File: src/rtl/llm_chi_rsp_tx.sv
// CHI response transmit stage: Pld FIFO, credit flow control,
// rolling txnid tagging and a STOP/RUN link state machine.
module llm_chi_rsp_tx #(
  parameter  int DEPTH   = 4,
  parameter  int MAX_CRD = 4,
  parameter  int TXNID_W = 8,
  localparam int FLIT_W  = TXNID_W + 33
) (
  input  logic              clk,
  input  logic              rst_n,
  input  logic              pld_in_valid,
  input  logic [31:0]       pld_in_data,
  output logic              pld_in_ready,
  input  logic              link_up,
  input  logic              rsp_lcrdv,
  output logic              rsp_flitv,
  output logic [FLIT_W-1:0] rsp_flit,
  output logic [3:0]        crd_cnt,
  output logic [4:0]        fifo_cnt,
  output logic              crd_err
);

  localparam int AW = (DEPTH > 1) ? $clog2(DEPTH) : 1;

  typedef enum logic {
    ST_STOP,
    ST_RUN
  } state_e;

  state_e              state_q, state_d;
  logic [31:0]         mem_q [DEPTH];
  logic [31:0]         mem_d [DEPTH];
  logic [AW-1:0]       wr_ptr_q, wr_ptr_d;
  logic [AW-1:0]       rd_ptr_q, rd_ptr_d;
  logic [4:0]          cnt_q, cnt_d;
  logic [3:0]          crd_q, crd_d;
  logic                crd_err_q, crd_err_d;
  logic [TXNID_W-1:0]  txnid_q, txnid_d;
  logic                flitv_q, flitv_d;
  logic [FLIT_W-1:0]   flit_q, flit_d;

  logic        push;
  logic        send;
  logic        link_drop;
  logic [31:0] head;

  assign pld_in_ready = (cnt_q < 5'(DEPTH));
  assign rsp_flitv    = flitv_q;
  assign rsp_flit     = flit_q;
  assign crd_cnt      = crd_q;
  assign fifo_cnt     = cnt_q;
  assign crd_err      = crd_err_q;

  always_comb begin
    push      = pld_in_valid && pld_in_ready;
    link_drop = (state_q == ST_RUN) && !link_up;
    // link_up is also qualified so a falling edge launches nothing
    send      = (state_q == ST_RUN) && link_up &&
                (cnt_q != 5'd0) && (crd_q != 4'd0);
    head      = mem_q[rd_ptr_q];

    state_d = link_up ? ST_RUN : ST_STOP;

    mem_d = mem_q;
    if (push) mem_d[wr_ptr_q] = pld_in_data;

    wr_ptr_d = push ? wr_ptr_q + AW'(1) : wr_ptr_q;
    rd_ptr_d = send ? rd_ptr_q + AW'(1) : rd_ptr_q;

    cnt_d = cnt_q;
    unique case (1'b1)
      push && !send: cnt_d = cnt_q + 5'd1;
      !push && send: cnt_d = cnt_q - 5'd1;
      default:       cnt_d = cnt_q;
    endcase

    crd_d     = crd_q;
    crd_err_d = crd_err_q;
    unique case (1'b1)
      link_drop: crd_d = 4'd0;
      rsp_lcrdv && !send: begin
        if (crd_q == 4'(MAX_CRD)) crd_err_d = 1'b1;
        else                      crd_d = crd_q + 4'd1;
      end
      !rsp_lcrdv && send: crd_d = crd_q - 4'd1;
      default: crd_d = crd_q;
    endcase

    txnid_d = send ? txnid_q + TXNID_W'(1) : txnid_q;
    flitv_d = send;
    flit_d  = send ? {txnid_q, (head[23:16] != 8'h00), head} : flit_q;
  end

  always_ff @(posedge clk or negedge rst_n) begin
    if (!rst_n) begin
      state_q   <= ST_STOP;
      for (int i = 0; i < DEPTH; i++) mem_q[i] <= '0;
      wr_ptr_q  <= '0;
      rd_ptr_q  <= '0;
      cnt_q     <= '0;
      crd_q     <= '0;
      crd_err_q <= 1'b0;
      txnid_q   <= '0;
      flitv_q   <= 1'b0;
      flit_q    <= '0;
    end else begin
      state_q   <= state_d;
      mem_q     <= mem_d;
      wr_ptr_q  <= wr_ptr_d;
      rd_ptr_q  <= rd_ptr_d;
      cnt_q     <= cnt_d;
      crd_q     <= crd_d;
      crd_err_q <= crd_err_d;
      txnid_q   <= txnid_d;
      flitv_q   <= flitv_d;
      flit_q    <= flit_d;
    end
  end

endmodule

File: config.mk
export PLATFORM = sky130hd
export DESIGN_NAME = llm_chi_rsp_tx
export DESIGN_NICKNAME = d
export VERILOG_FILES = /design/src/rtl/llm_chi_rsp_tx.sv
export SDC_FILE = /design/constraint.sdc
export NUM_CORES = 1
export LEC_CHECK = 0
export CAP_MARGIN = 10
export CORE_UTILIZATION = 40
export DETAILED_ROUTE_END_ITERATION = 7
export PLACE_DENSITY_LB_ADDON = 0.25
export SYNTH_ARGS = -nofsm -noshare
export SYNTH_HDL_FRONTEND = slang
export SYNTH_SLANG_ARGS = --single-unit
File: constraint.sdc
create_clock -name clk -period 3.85 [get_ports clk]
set_input_delay 1.155 -clock clk [delete_from_list [all_inputs] [get_ports clk]]
set_output_delay 1.155 -clock clk [all_outputs]
set_load 0.05 [all_outputs]
==> flow_summary.ini <==
[placement]
dpl.cell_count = 866
pre_cts_ws_ps = 106
dp_hpwl_um = 11100
post_dp_cell_area_um2 = 10000
io_buffers = 89
place.gp.congestion = 0.789

[critical_path]
path_cells = clkdlybuf4s50_1 -> nand2_1 -> a311oi_4 -> ha_1 -> inv_1 -> fa_1 -> nor2b_1 -> o21ai_0 -> and3_1 -> nor3_1 -> xor2_1
cp_max_fo = 4
crit_arrival_ps = 3660
reg2reg_from = crd_cnt[0]
reg2regPathDepth = 10
r2r_setup_slack_ps = 1190
crit_required_ps = 4200
slowest_delay_ps = 490
timing.rr.end = fifo_cnt[4]
crit_path_top_delay_cell = clkdlybuf4s50_1
end_kind = flip-flop
critPathTopFamily = adder cells
start_kind = input pin
crit_buf_inv = 2
critPathKind = in2reg

[hold_path]
min_path_type = reg2reg
hold_end = crd_err
hold_start = crd_err
min_path_cells = 1

[final_layout]
syn_to_final_growth_pct = 19.0
drive_gt1_frac = 0.406
final_nets = 657
utilization = 0.485
num-fill-cells = 1842
stdcell_count = 899
final_cell_area_um2 = 10600

[global_route]
antenna_found_initial = 1
grt_usage = 0.170
grt_max_degree = 95
first_global_vias = 5152
grt_first_pass_wirelength_um = 29100
globalRouteOverflowTotal = 0

[route]
wl_per_cell_um = 19.7
drtIter0Drc = 126
drt_wl_total_um = 17700
detail-route-antenna-nets = 0
avgViaCountPerCell = 5.07
drc = 0
vias = 4560
dr.pass1.iters = 6

[synthesis]
syn_inst = 515
synth_seq_area_share = 0.543
syn-num-nets = 567
ys_types = 34
ys.warnings.count = 0
synth_area_um2 = 8890
syn_avg_cell_area_um2 = 17.3
synth-seq-cells = 193

[die]
pin_count = 90
fp.dieH_um = 151
initial_utilization = 0.407
core.rowCount = 54
dieArea_um2 = 22800
core-area_um2 = 21800
die_width_um = 151

[power_and_ir_drop]
p_per_area_nw_per_um2 = 920
switching_share = 0.355
intPower_mw = 6.28
comb_power_share = 0.442
power.leakage_nw = 5.00
p_sw_mw = 3.46
power_mw = 9.73
pwr-share-clk = 0.178
power_frac_seq = 0.380
irDropWorstVdd_mv = 0.370

[run_status]
outcome = finished clean

[timing]
fin_crit_ps = 3310
fmax_mhz = 302
setup_violations = 0
hold_viol = 0
holdWs_ps = 467
rsz0062_at_grt = no
setup_tns_ps = 0
tightest_slew_ps = 792
period_share = 0.859
slew_headroom = 0.472
timing.final.ws_setup_ps = 543
final_max_slew_viol_count = 0
fin_skew_ps = 9.93

[clock_network]
htreeDepth = 4
clk_path_buf_depth = 2
clkLatencyLatePin_ps = 430
cts_tree = built
clock_sinks = 193
path_clk_slew_ps = 70
post_cts_resized = 0
holdBufCountCts = 0
post-cts-setup-buffers = 0
cts-root-buf = clkbuf_16
cts_made_buffers = 17

[flow_run]
cap_violations = 0
## routing by layer
layer | wire length [um] | vias up | part of all wire | GRT usage
li1 | - | 2053 | - | -
met1 | 8080 | 2422 | 0.46 | 0.221
met2 | 8740 | 72 | 0.49 | 0.282
met3 | 760 | 13 | 0.043 | 0.0503
met4 | 122 | 0 | 0.0069 | 0.0320
met5 | 0 | - | 0 | 0
## kinds of logic (layout without fill, tap and decap cells)
| family | count (synthesis) | count (layout) | synth area share |
|---|---|---|---|
| muxes | 203 | 203 | 0.351 |
| DFF | 193 | 193 | 0.543 |
| buffers and inverters | 37 | 140 | 0.0293 |
| and+or+nand+nor | 34 | 34 | 0.0246 |
| AOI/OAI and AO/OA | 17 | 17 | 0.0135 |
| xor gates and xnor gates | 16 | 16 | 0.0158 |
| adders and majority gates | 15 | 15 | 0.0228 |
| other | 0 | 1 | 0 |
## cell usage in the layout, fill, tap and decap left out, types with 3 or more instances in the layout
cell type | Yosys | routed
a21o_1 | 3 | 3
a21oi_1 | 3 | 3
and3_1 | 3 | 3
buf_4 | 0 | 7
clkbuf_16 | 0 | 17
clkdlybuf4s50_1 | 0 | 88
clkinv_2 | 0 | 3
dfrtp_1 | 193 | 191
ha_1 | 13 | 13
inv_1 | 10 | 10
inv_6 | 0 | 5
inv_8 | 0 | 3
mux2_2 | 51 | 51
mux2_4 | 120 | 120
mux4_1 | 4 | 4
mux4_2 | 26 | 26
nand2_1 | 7 | 7
nand2_4 | 4 | 4
nor2_1 | 4 | 4
nor3_1 | 3 | 3
o21ai_0 | 7 | 7
xnor2_1 | 10 | 10
xor2_1 | 6 | 6
## cell usage after synthesis, drive strengths merged
master  count  area, um2
inv        10       37.5
nor4        3       25.0
a21o        3       22.5
nand3b      1       7.51
a311oi      1       26.3
buf        22        204
and4        1       8.76
and3        3       18.8
nor2        4       15.0
o21ai       7       35.0
xor2        6       52.6
dfrtp     193       4830
a31o        1       8.76
fa          2       40.0
xnor2      10       87.6
nand4       2       12.5
nor2b       2       12.5
a21oi       3       15.0
nand2      11       71.3
mux2      171       2380
ha         13        163
and2        1       6.26
nand3       2       10.0
nor3        4       31.3
mux4       32        741
a31oi       2       12.5
clkbuf      5       18.8
## final cells by class
class	count	area (um2)	share of cell area
antenna	1	2.50	0.000237
clock buffer	17	425	0.0402
clock inverter	15	146	0.0138
inverter	10	37.5	0.00355
multi-input combinational	285	3800	0.359
sequential	193	4830	0.457
tap	280	350	0.0331
timing repair buffer	98	987	0.0933
## power by group through the flow
stage	Combinational [mW]	Clock [mW]	Sequential, mW
2_1_floorplan	2.64	0	4.26
3_3_place_gp	4.25	0	3.67
3_5_place_dp	4.34	0	3.73
4_1_cts	4.36	1.78	3.71
5_1_grt	4.57	1.87	3.84
6_report	4.30	1.73	3.70
## worst reg2reg max path, cell delays in order (launching register included)
cell and delay, ps:
dfrtp_1 500, nor4_2 110, a311oi_4 320, ha_1 290, inv_1 110, fa_1 430
nor2b_1 140, o21ai_0 120, and3_1 210, nor3_1 180, xor2_1 190
## worst max-delay path by stage
stage,depth (start not counted),from,slack (ps),to
floorplan,11,link_up,640,fifo_cnt[4]
global placement,8,link_up,210,crd_cnt[0]
detailed placement,11,link_up,110,fifo_cnt[4]
CTS,11,link_up,550,fifo_cnt[4]
global route,11,link_up,320,fifo_cnt[4]
finish,11,link_up,540,fifo_cnt[4]
## flip-flops by register name, indices dropped and copies added (netlist names)
register / cells
state_q: 1
rsp_flitv: 1
crd_err: 1
txnid_q: 8
fifo_cnt: 5
rsp_flit: 41
mem_q: 128
rd_ptr_q: 2
wr_ptr_q: 2
crd_cnt: 4
Power figures use the tool's default switching activity.
